==> config.mk <==
export PLATFORM = sky130hd
export DESIGN_NAME = gcd_result_display
export DESIGN_NICKNAME = d
export VERILOG_FILES = /design/src/rtl/gcd_result_display.sv
export SDC_FILE = /design/constraint.sdc
export NUM_CORES = 1
export LEC_CHECK = 0
export BUFFER_PORTS_ARGS = -buffer_cell sky130_fd_sc_hd__buf_2
export CELL_PAD_IN_SITES_DETAIL_PLACEMENT = 0
export CELL_PAD_IN_SITES_GLOBAL_PLACEMENT = 1
export CORE_UTILIZATION = 30
export DETAILED_ROUTE_END_ITERATION = 12
export GPL_ROUTABILITY_DRIVEN = 0
export GPL_TIMING_DRIVEN = 0
export PLACE_DENSITY = 0.66
export SLEW_MARGIN = 20
export SYNTH_ARGS = -nofsm -noshare
export SYNTH_HDL_FRONTEND = slang
export SYNTH_SLANG_ARGS = --single-unit
==> constraint.sdc <==
create_clock -name clock -period 2.1 [get_ports clock]
set_input_delay 0.525 -clock clock [delete_from_list [all_inputs] [get_ports clock]]
set_output_delay 0.525 -clock clock [all_outputs]
set_load 0.1 [all_outputs]
==> src/rtl/gcd_result_display.sv <==
// gcd_result_display
// Output stage for the GCD processor: captures dataOut on the rising edge of
// halt, converts it to three BCD digits with a bit-serial double-dabble
// engine, and drives three seven-segment displays with optional blanking of
// leading zeros. The display holds the last completed result.
module gcd_result_display #(
    parameter bit BLANK_LEADING  = 1'b1,
    parameter bit SEG_ACTIVE_LOW = 1'b1
) (
    input  logic       clock,
    input  logic       reset,
    input  logic [7:0] result,
    input  logic       halt,
    output logic [6:0] HEX0,
    output logic [6:0] HEX1,
    output logic [6:0] HEX2,
    output logic       busy,
    output logic       valid
);

    localparam logic [1:0] IDLE    = 2'd0;
    localparam logic [1:0] CONVERT = 2'd1;
    localparam logic [1:0] LATCH   = 2'd2;

    localparam logic [6:0] SEG_BLANK = 7'h7F;

    logic [1:0]  r_state;
    logic        r_haltQ;
    logic [7:0]  r_bin;
    logic [11:0] r_bcd;
    logic [3:0]  r_cnt;
    logic [3:0]  r_ones;
    logic [3:0]  r_tens;
    logic [3:0]  r_hund;
    logic        r_busy;
    logic        r_valid;

    logic        w_capture;
    logic [11:0] w_bcdAdj;
    logic [11:0] w_bcdNext;
    logic [7:0]  w_binNext;
    logic        w_blank0;
    logic        w_blank1;
    logic        w_blank2;
    logic [6:0]  w_raw0;
    logic [6:0]  w_raw1;
    logic [6:0]  w_raw2;

    // Active-low pattern for one decimal digit; anything above 9 is blank.
    function automatic logic [6:0] segDecode(input logic [3:0] digit);
        case (digit)
            4'd0:    segDecode = 7'h40;
            4'd1:    segDecode = 7'h79;
            4'd2:    segDecode = 7'h24;
            4'd3:    segDecode = 7'h30;
            4'd4:    segDecode = 7'h19;
            4'd5:    segDecode = 7'h12;
            4'd6:    segDecode = 7'h02;
            4'd7:    segDecode = 7'h78;
            4'd8:    segDecode = 7'h00;
            4'd9:    segDecode = 7'h10;
            default: segDecode = SEG_BLANK;
        endcase
    endfunction

    assign w_capture = halt & ~r_haltQ;

    // One double-dabble step: add 3 to every nibble >= 5, then shift {bcd,bin} left.
    always_comb begin
        w_bcdAdj = r_bcd;
        for (int n = 0; n < 3; n++) begin
            if (r_bcd[n*4 +: 4] >= 4'd5) begin
                w_bcdAdj[n*4 +: 4] = r_bcd[n*4 +: 4] + 4'd3;
            end
        end
        {w_bcdNext, w_binNext} = {w_bcdAdj, r_bin} << 1;
    end

    // Capture / convert / latch sequencer; a new capture always restarts the conversion.
    always_ff @(posedge clock) begin
        if (reset) begin
            r_state <= IDLE;
            r_haltQ <= 1'b0;
            r_bin   <= '0;
            r_bcd   <= '0;
            r_cnt   <= '0;
            r_ones  <= '0;
            r_tens  <= '0;
            r_hund  <= '0;
            r_busy  <= 1'b0;
            r_valid <= 1'b0;
        end else begin
            r_haltQ <= halt;
            if (w_capture) begin
                r_bin   <= result;
                r_bcd   <= '0;
                r_cnt   <= '0;
                r_busy  <= 1'b1;
                r_state <= CONVERT;
            end else begin
                case (r_state)
                    CONVERT: begin
                        r_bcd <= w_bcdNext;
                        r_bin <= w_binNext;
                        r_cnt <= r_cnt + 4'd1;
                        if (r_cnt == 4'd7) begin
                            r_state <= LATCH;
                        end
                    end
                    LATCH: begin
                        r_ones  <= r_bcd[3:0];
                        r_tens  <= r_bcd[7:4];
                        r_hund  <= r_bcd[11:8];
                        r_valid <= 1'b1;
                        r_busy  <= 1'b0;
                        r_state <= IDLE;
                    end
                    default: begin
                        r_state <= IDLE;
                    end
                endcase
            end
        end
    end

    // Digit blanking and segment polarity, purely from the display registers.
    always_comb begin
        w_blank0 = ~r_valid;
        w_blank1 = ~r_valid | (BLANK_LEADING && r_hund == 4'd0 && r_tens == 4'd0);
        w_blank2 = ~r_valid | (BLANK_LEADING && r_hund == 4'd0);
        w_raw0   = w_blank0 ? SEG_BLANK : segDecode(r_ones);
        w_raw1   = w_blank1 ? SEG_BLANK : segDecode(r_tens);
        w_raw2   = w_blank2 ? SEG_BLANK : segDecode(r_hund);
        if (SEG_ACTIVE_LOW) begin
            HEX0 = w_raw0;
            HEX1 = w_raw1;
            HEX2 = w_raw2;
        end else begin
            HEX0 = ~w_raw0;
            HEX1 = ~w_raw1;
            HEX2 = ~w_raw2;
        end
    end

    assign busy  = r_busy;
    assign valid = r_valid;

endmodule
==> out/qor.csv, run 1 <==
stage,metric,value,unit
sta,period utilization,102,%
synthesis,share of the synthesized area in the top cell type,36.6,%
cells_and_area,"Core Util, Final",42.8,%
route,initial drt markers,86,
power,total power,2.68,mW
setup_path,Reg2Reg Setup Slack,30,ps
sta,max-slew violations,0,
synthesis,Post-Syn Area,3390,um2
global_routing,global-route wire length before repair,13.8,mm
worst_hold_path,Hold Crit Start,halt,
sta,setup_tns,-224,ps
floorplanning,Core Region,10900,um2
power,Peak VDD IR,0.000307,V
route,remaining antenna violation count after routing,0,
sta,worst setup margin,-33.9,ps
setup_path,CP endpoint,HEX1[6],
clock_network,CTS Buf Count,9,
cells_and_area,Antenna diodes,0,
clock_network,Clock Latency Late Sink,330,ps
global_routing,Total GRT Usage,15.5,%
clock_network,CTS Sinks,62,
cells_and_area,synthesis-to-finish area growth,38.1,%
setup_path,crit start category,register,
route,DRT Wirelength,8.59,mm
clock_network,H-tree depth,3,
clock_network,Root Buffer,clkbuf_16,
global_routing,pin count of the biggest net entering global routing,12,
cells_and_area,Layout Nets,509,
clock_network,TritonCTS clock tree,yes,
setup_path,crit path DAT,1610,ps
outcome,status,finished with violations,
synthesis,number of synthesized flops with an enable pin,0,
synthesis,ys flop type,dfxtp_1,
floorplanning,initial core utilization,31.0,%
synthesis,mean post-synth cell area,8.30,um2
setup_path,R2R depth,11,
synthesis,syn_nets,442,
floorplanning,Die W,108,um
floorplanning,Ports,34,
synthesis,Synth warnings,0,
floorplanning,Die Area,11700,um2
global_routing,grt total ovfl,0,
global_routing,initial antenna violation count,0,
sta,RSZ-0062 raised after global routing,yes,
route,DRC Markers,0,
placed_design,dpl hpwl,5.79,mm
floorplanning,Die Height,108,um
synthesis,largest area contributor in the netlist,dfxtp_1,
job,max_cap viols,0,
synthesis,Synth area leaders,"dfxtp_1, ha_1, nand2_1, a21oi_1, nand2b_1",
floorplanning,Cell Rows,38,
cells_and_area,Finished Layout Cells,621,
sta,Worst-Margin Slew,723,ps
placed_design,Port Buffers,32,
sta,final setup fails,13,
sta,clock skew,11.2,ps
cells_and_area,fraction of layout cells with a size suffix above 1,32.0,%
synthesis,"Seq/Total Area, Yosys",36.6,%
sta,Slew HR,51.8,%
synthesis,Post-Syn Instances,409,
outcome,violations in the final reports,negative setup slack,
sta,maximum clock frequency,469,MHz
global_routing,vias in the first global route,2758,
synthesis,synthesis-stage register bit count,62,
synthesis,Synth cell types,50,
setup_path,crit-path max FO,7,
placed_design,dpl cells,581,
clock_network,"Reg clk slew, reported paths",60,ps
sta,Period minus WS final,2130,ps
setup_path,Crit. End Element,primary output,
sta,Final Hold Fails,0,
setup_path,critical setup path kind,register to primary output,
setup_path,CP startpoint,r_hund[3],
worst_hold_path,Hold Path Class,input pin to register,
route,WL/cell,13.8,um
power,Static Leak,1.84,nW
route,routed via count,2969,
route,vias per cell,4.78,
power,PD cells,572,nW/um2
setup_path,R2R Path Start,r_haltQ,
setup_path,WP data required,1570,ps
route,DR pass1 iterations,4,
synthesis,Post-synth ARST share,0,%
clock_network,clock buffer depth,2,
==> how the worst min path moves through the flow <==
stage | end | depth (start not counted)
floorplan | r_bcd[0] | 2
global placement | r_bcd[0] | 2
detailed placement | r_bcd[0] | 2
CTS | r_haltQ | 2
global route | r_haltQ | 2
finish | r_haltQ | 2
==> cells by family after synthesis <==
| kind of cell | count (synthesis) | synth area share (%) |
|---|---|---|
| AO/OA/AOI/OAI | 85 | 16.2 |
| XOR/XNOR | 8 | 2.06 |
| adder cells (fa/ha/maj) | 22 | 8.11 |
| buffers and inverters | 44 | 6.45 |
| flip-flops | 62 | 36.6 |
| multiplexers | 14 | 5.31 |
| AND/OR/NAND/NOR | 174 | 25.3 |
==> power breakdown <==
part | switching [mW] | internal (mW) | total [mW]
Combinational | 0.0914 | 0.0404 | 0.132
Clock | 0.552 | 0.793 | 1.35
Sequential | 0.0112 | 1.19 | 1.20
==> critical path: stages, from the launching register on <==
cell and delay (ps):
dfxtp_4 350, o41ai_4 390, nand2_2 180, nand2b_1 160
buf_12 180
==> stage by stage <==
stage	hold WS (ps)	worst slack [ps]	area (um2)
after floorplan	432	-271	3500
after detailed placement	453	-461	3840
final	437	-33.9	4680
after CTS	433	-58.7	4420
after global routing	443	-139	4680
after global placement	447	-474	3840
==> synthesized netlist by cell type (all sizes together), types with 2 or more instances <==
cell type,instances
dfxtp,62
inv,19
ha,22
a21o,2
nor3,12
o21ai,14
o41ai,2
nand2,62
nand3,13
buf,15
nand2b,25
o21a,2
o32a,2
or3,3
xor2,4
or2,7
xnor2,4
nor2b,9
a21oi,38
clkbuf,10
nand3b,7
nor2,32
o22ai,6
mux2i,8
a311oi,7
mux2,6
a31oi,3
==> per-layer routing <==
layer  vias to the layer above  wire length [um]  GRT usage, %
met4                         0               168          7.14
met3                        11               382          2.71
met1                      1368              4000          19.8
met5                         -                 0             0
li1                       1527                 -             -
met2                        63              4030          25.3
==> layout make-up <==
cell class / count / area (um2)
clock inverter: 6 / 38.8
tap: 140 / 175
sequential: 62 / 1250
multi-input combinational: 303 / 2170
buffer: 23 / 166
timing repair buffer: 58 / 576
clock buffer: 10 / 229
fill: 1093 / 6250
inverter: 19 / 76.3
==> layout by cell type (no fill, tap or decap), types with 12 or more instances in the layout <==
cell type	netlist	layout
nor3_1	12	12
o21ai_0	14	12
nand3_1	13	12
buf_4	4	26
nor2_1	32	32
buf_2	6	25
nand2b_1	25	24
buf_12	1	17
a21oi_1	36	30
dfxtp_1	62	57
ha_1	22	12
nand2_1	62	57
==> what timing repair did <==
item	4_1_cts	5_1_grt
hold buffers	0	0
pin swaps	7	16
buffers inserted	8	18
endpoints found under the setup margin	27	29
gates resized for setup	74	28
Power figures use the tool's default switching activity.
==> run 2, diff against run 1 <==
- GPL_TIMING_DRIVEN: 0 -> unset
==> out/qor.csv, run 2 (same netlist as run 1, synthesis figures left out) <==
stage,metric,value,unit,change
route,remaining antenna violation count after routing,0,,unchanged
route,DRC Markers,0,,unchanged
setup_path,crit-path max FO,7,,unchanged
sta,Final Hold Fails,0,,unchanged
route,routed via count,2889,,was 2969
clock_network,Root Buffer,clkbuf_16,,unchanged
setup_path,crit start category,register,,unchanged
global_routing,vias in the first global route,2691,,was 2758
clock_network,TritonCTS clock tree,yes,,unchanged
sta,maximum clock frequency,481,MHz,was 469 MHz
global_routing,initial antenna violation count,0,,unchanged
global_routing,pin count of the biggest net entering global routing,37,,was 12
cells_and_area,"commonest non-fill, non-tap cell in the layout",nand2_1,,
cells_and_area,final instance area,4570,um2,was 4680 um2
route,DRT Wirelength,7.62,mm,was 8.59 mm
clock_network,"Reg clk slew, reported paths",60,ps,about the same
placed_design,dpl hpwl,5.45,mm,was 5.79 mm
setup_path,WP data required,1570,ps,about the same
sta,clock skew,7.12,ps,was 11.2 ps
power,PD cells,639,nW/um2,was 572 nW/um2
setup_path,cell family with most CP delay,compound AO/OA/AOI/OAI gates,,unchanged
route,vias per cell,4.78,,about the same
clock_network,H-tree depth,3,,unchanged
setup_path,Buf/Inv on CP,2,,was 1
setup_path,"slowest stage delay, CP",370,ps,was 390 ps
sta,RSZ-0062 raised after global routing,yes,,unchanged
route,initial drt markers,96,,was 86
clock_network,clock buffer depth,2,,unchanged
outcome,status,"finished, final reports clean",,was finished with violations
setup_path,crit path DAT,1550,ps,was 1610 ps
cells_and_area,Antenna diodes,0,,unchanged
sta,Slew HR,61.2,%,was 51.8%
power,Peak VDD IR,0.000310,V,was 0.000307 V
route,DR pass1 iterations,4,,unchanged
worst_hold_path,Hold Path Class,input pin to register,,unchanged
setup_path,worst-path cell chain,o41ai_4 -> nand2_2 -> buf_12 -> nand2b_4 -> buf_12,,was o41ai_4 -> nand2_2 -> nand2b_1 -> buf_12
setup_path,crit-path most repeated cell,buf_12,,
sta,setup_tns,0,ps,was -224 ps
floorplanning,Die Height,108,um,unchanged
global_routing,global-route wire length before repair,12.8,mm,was 13.8 mm
setup_path,"Max stage delay cell, worst path",o41ai_4,,unchanged
clock_network,CTS Sinks,62,,unchanged
power,Static Leak,1.81,nW,was 1.84 nW
clock_network,Clock Latency Late Sink,320,ps,was 330 ps
floorplanning,initial core utilization,31.0,%,unchanged
sta,Worst-Margin Slew,581,ps,was 723 ps
cells_and_area,Layout Nets,492,,was 509
cells_and_area,"commonest non-fill, non-tap cells in the layout","nand2_1, dfxtp_1, nor2_1, a21oi_1, buf_4",,unchanged
global_routing,grt total ovfl,0,,unchanged
sta,final setup fails,0,,was 13
clock_network,CTS Buf Count,9,,unchanged
floorplanning,Die Area,11700,um2,unchanged
placed_design,Port Buffers,33,,was 32
global_routing,Total GRT Usage,13.8,%,was 15.5%
clock_network,Hold Buf Count CTS,0,,unchanged
sta,period utilization,99.0,%,was 102%
setup_path,Crit. End Element,primary output,,unchanged
sta,max-slew violations,0,,unchanged
floorplanning,Ports,34,,unchanged
sta,Period minus WS final,2080,ps,was 2130 ps
cells_and_area,fraction of layout cells with a size suffix above 1,29.1,%,was 32.0%
floorplanning,Core Region,10900,um2,unchanged
setup_path,critical setup path kind,register to primary output,,unchanged
cells_and_area,synthesis-to-finish area growth,34.8,%,was 38.1%
cells_and_area,Fill cells,1105,,was 1093
floorplanning,Die W,108,um,unchanged
route,WL/cell,12.6,um,was 13.8 um
placed_design,DP Area,4130,um2,was 3840 um2
placed_design,Setup WS pre-CTS,-152,ps,was -461 ps
floorplanning,Cell Rows,38,,unchanged
job,max_cap viols,0,,unchanged
sta,worst setup margin,21.7,ps,was -33.9 ps
-- run 2: cell types whose count changed in the layout (fill, tap and decap cells not counted), moves of 6 or more --
| cell | before | now |
|---|---|---|
| clkbuf_1 | 8 | 0 |
| buf_2 | 25 | 19 |
| ha_1 | 12 | 18 |
| nand2b_1 | 24 | 18 |
| nand2b_4 | 1 | 7 |
-- run 2: routing by layer --
layer | share of wire, % | GRT usage, % | wire length [um] | vias up
met4 | 1.8 | 6.47 | 140 | 0
met1 | 49 | 18.3 | 3700 | 1318
met5 | 0 | 0 | 0 | -
met3 | 4.6 | 2.59 | 350 | 8
met2 | 45 | 21.7 | 3430 | 69
li1 | - | - | - | 1494
-- run 2: worst reg2reg max path, stage by stage, from the launching register on --
cell and delay, ps:
dfxtp_1 310, and2b_4 190, nor3b_4 220, buf_12 170
buf_4 140, nand2_4 60, a21oi_4 170, inv_2 60
ha_1 290, nand2b_1 150, a21oi_1 120
-- run 2: final timing paths --
kind              from       end  slack [ps]  cells past startpoint
max reg2reg    r_haltQ  register         170                     10
min          result[0]  r_bin[0]         450                      3
max          r_tens[0]   HEX1[3]          20                      5
min reg2reg   r_bin[7]  r_bcd[0]         450                      2
-- run 2: power breakdown --
| part | total, mW | leakage [nW] | switching (mW) | internal (mW) |
|---|---|---|---|---|
| sequential | 1.20 | 0.505 | 0.0117 | 1.19 |
| combinational | 0.124 | 1.15 | 0.0835 | 0.0408 |
| clock | 1.59 | 0.156 | 0.551 | 1.04 |
-- run 2: area by class of cell --
class	count	area (um2)	share of cell area, %
clock inverters	7	98.8	2.16
repair buffers	64	633	13.8
flip-flops and latches	62	1250	27.4
clock buffers	9	225	4.92
multi-input cells	303	2120	46.3
inverters	19	71.3	1.56
well taps	140	175	3.83
-- run 2: per-stage QoR --
| stage | cells | hold WS, ps | total power [mW] | utilization (%) |
|---|---|---|---|---|
| floorplan | 409 | 432 | 1.32 | - |
| global placement | 586 | 437 | 1.36 | 37.7 |
| detailed placement | 586 | 447 | 1.36 | 37.7 |
| CTS | 602 | 445 | 2.96 | 40.8 |
| global route | 604 | 457 | 3.02 | 41.8 |
| finish | 604 | 450 | 2.92 | 41.8 |
-- run 2: timing repair --
action	4_1_cts	5_1_grt
setup buffers	0	2
pin swaps	1	3
resized for setup	5	15
endpoints found under the setup margin	14	12
==> run 3, diff against run 2 <==
- PLACE_DENSITY: 0.66 -> unset
- PLACE_DENSITY_LB_ADDON: unset -> 0.1
==> out/qor.csv, run 3 (same netlist as run 1, synthesis figures left out) <==
stage,metric,value,unit,change
sta,Worst-Margin Slew,486,ps,was 581 ps
cells_and_area,Antenna diodes,0,,unchanged
outcome,status,"finished, final reports clean",,unchanged
power,combinational share of power,4.6,%,was 4.3%
route,vias per cell,4.68,,was 4.78
clock_network,Clock Latency Late Sink,320,ps,about the same
power,sw power,615,uW,was 646 uW
clock_network,H-tree depth,3,,unchanged
setup_path,Crit. End Element,primary output,,unchanged
clock_network,clock buffer depth,2,,unchanged
route,DRC Markers,0,,unchanged
floorplanning,Cell Rows,38,,unchanged
sta,clock skew,8.29,ps,was 7.12 ps
floorplanning,initial core utilization,31.0,%,unchanged
cells_and_area,"commonest non-fill, non-tap cells in the layout","nand2_1, dfxtp_1, buf_4, nor2_1, a21oi_1",,"was nand2_1, dfxtp_1, nor2_1, a21oi_1, buf_4"
floorplanning,Core Region,10900,um2,unchanged
floorplanning,Die Height,108,um,unchanged
sta,max-slew violations,0,,unchanged
sta,Period minus WS final,2100,ps,was 2080 ps
cells_and_area,synthesis-to-finish area growth,38.1,%,was 34.8%
power,Peak VDD IR,0.000431,V,was 0.000310 V
clock_network,TritonCTS clock tree,yes,,unchanged
sta,period utilization,100,%,was 99.0%
global_routing,initial antenna violation count,0,,unchanged
floorplanning,Die W,108,um,unchanged
clock_network,CTS Buf Count,9,,unchanged
sta,Slew HR,67.8,%,was 61.2%
sta,worst setup margin,0.619,ps,was 21.7 ps
placed_design,Port Buffers,33,,unchanged
sta,setup_tns,0,ps,unchanged
power,clock network power share,54.6,%,was 54.5%
route,routed via count,2884,,was 2889
setup_path,crit-path max FO,7,,unchanged
cells_and_area,fraction of layout cells with a size suffix above 1,30.5,%,was 29.1%
placed_design,Setup WS pre-CTS,-161,ps,was -152 ps
job,max_cap viols,0,,unchanged
sta,Final Hold Fails,0,,unchanged
global_routing,grt total ovfl,0,,unchanged
route,WL/cell,12.9,um,was 12.6 um
clock_network,Root Buffer,clkbuf_16,,unchanged
clock_network,CTS Sinks,62,,unchanged
floorplanning,Die Area,11700,um2,unchanged
sta,final setup fails,0,,unchanged
power,PD cells,630,nW/um2,was 639 nW/um2
floorplanning,Ports,34,,unchanged
power,Flop pwr share,40.8,%,was 41.2%
power,Static Leak,1.89,nW,was 1.81 nW
setup_path,crit path DAT,1570,ps,was 1550 ps
route,DR pass1 iterations,4,,unchanged
cells_and_area,"Core Util, Final",42.8,%,was 41.8%
route,initial drt markers,129,,was 96
cells_and_area,Layout Nets,505,,was 492
global_routing,global-route wire length before repair,13.0,mm,was 12.8 mm
worst_hold_path,Hold Path Class,input pin to register,,unchanged
placed_design,dpl hpwl,5.65,mm,was 5.45 mm
power,total power,2.95,mW,was 2.92 mW
sta,maximum clock frequency,476,MHz,was 481 MHz
global_routing,Total GRT Usage,14.4,%,was 13.8%
power,Int Power,2.34,mW,was 2.28 mW
setup_path,crit start category,register,,unchanged
power,switching fraction of total power,20.8,%,was 22.1%
cells_and_area,Fill cells,1089,,was 1105
setup_path,critical setup path kind,register to primary output,,unchanged
route,remaining antenna violation count after routing,0,,unchanged
route,DRT Wirelength,7.97,mm,was 7.62 mm
global_routing,vias in the first global route,2564,,was 2691
sta,Hold Slack,444,ps,was 450 ps
global_routing,pin count of the biggest net entering global routing,37,,unchanged
clock_network,"Reg clk slew, reported paths",50,ps,was 60 ps
sta,RSZ-0062 raised after global routing,yes,,unchanged
setup_path,WP data required,1570,ps,about the same
[run 3: worst max-delay path: stages, from the launching register on]
cell and delay [ps]:
dfxtp_4 360, o41ai_4 360, nand2_1 100, buf_6 180
nand2b_4 80, buf_12 170
[run 3: layer usage]
layer  vias to the layer above  part of all wire, %  GRT usage, %  routed length (um)
met5                         -                    0             0                   0
met4                         0                 0.34          4.34                  27
met3                         2                  4.1          3.44                 327
met2                        64                   43          20.3                3410
met1                      1301                   53          21.3                4210
li1                       1517                    -             -                   -
[run 3: path summary, 6_finish.rpt]
path                                start        to  slack, ps  depth (start not counted)
worst max register to register    r_haltQ  register        120                         10
worst min register to register   r_bin[7]  r_bcd[0]        460                          2
worst min-delay path            result[0]  r_bin[0]        440                          3
worst max-delay path            r_hund[0]   HEX1[0]        0.6                          5
[run 3: metrics by stage]
| stage | cell area, um2 | cells |
|---|---|---|
| floorplan | 3500 | 409 |
| global placement | 4240 | 598 |
| detailed placement | 4240 | 598 |
| CTS | 4580 | 614 |
| global route | 4690 | 616 |
| finish | 4690 | 616 |
[run 3: power groups by stage]
| stage | clock (mW) | combinational [mW] | sequential [mW] |
|---|---|---|---|
| 2_1_floorplan | 0 | 0.0809 | 1.24 |
| 3_3_place_gp | 0 | 0.138 | 1.23 |
| 3_5_place_dp | 0 | 0.139 | 1.23 |
| 4_1_cts | 1.65 | 0.139 | 1.21 |
| 5_1_grt | 1.72 | 0.152 | 1.21 |
| 6_report | 1.61 | 0.137 | 1.20 |
[run 3: timing repair]
action                                 CTS  global route
setup buffers                            1             3
pin swaps                                1             3
hold buffers                             0             0
endpoints found under the hold margin    0             0
setup endpoints to repair               14            17
resized for setup                        2            20
[run 3: cell type report]
type / count / area, um2 / share of cell area, %
clock buffers: 12 / 256 / 5.47
clock inverters: 3 / 67.6 / 1.44
inverters: 19 / 71.3 / 1.52
multi-input cells: 303 / 2120 / 45.2
flip-flops and latches: 62 / 1250 / 26.7
well taps: 140 / 175 / 3.74
repair buffers: 77 / 747 / 15.9
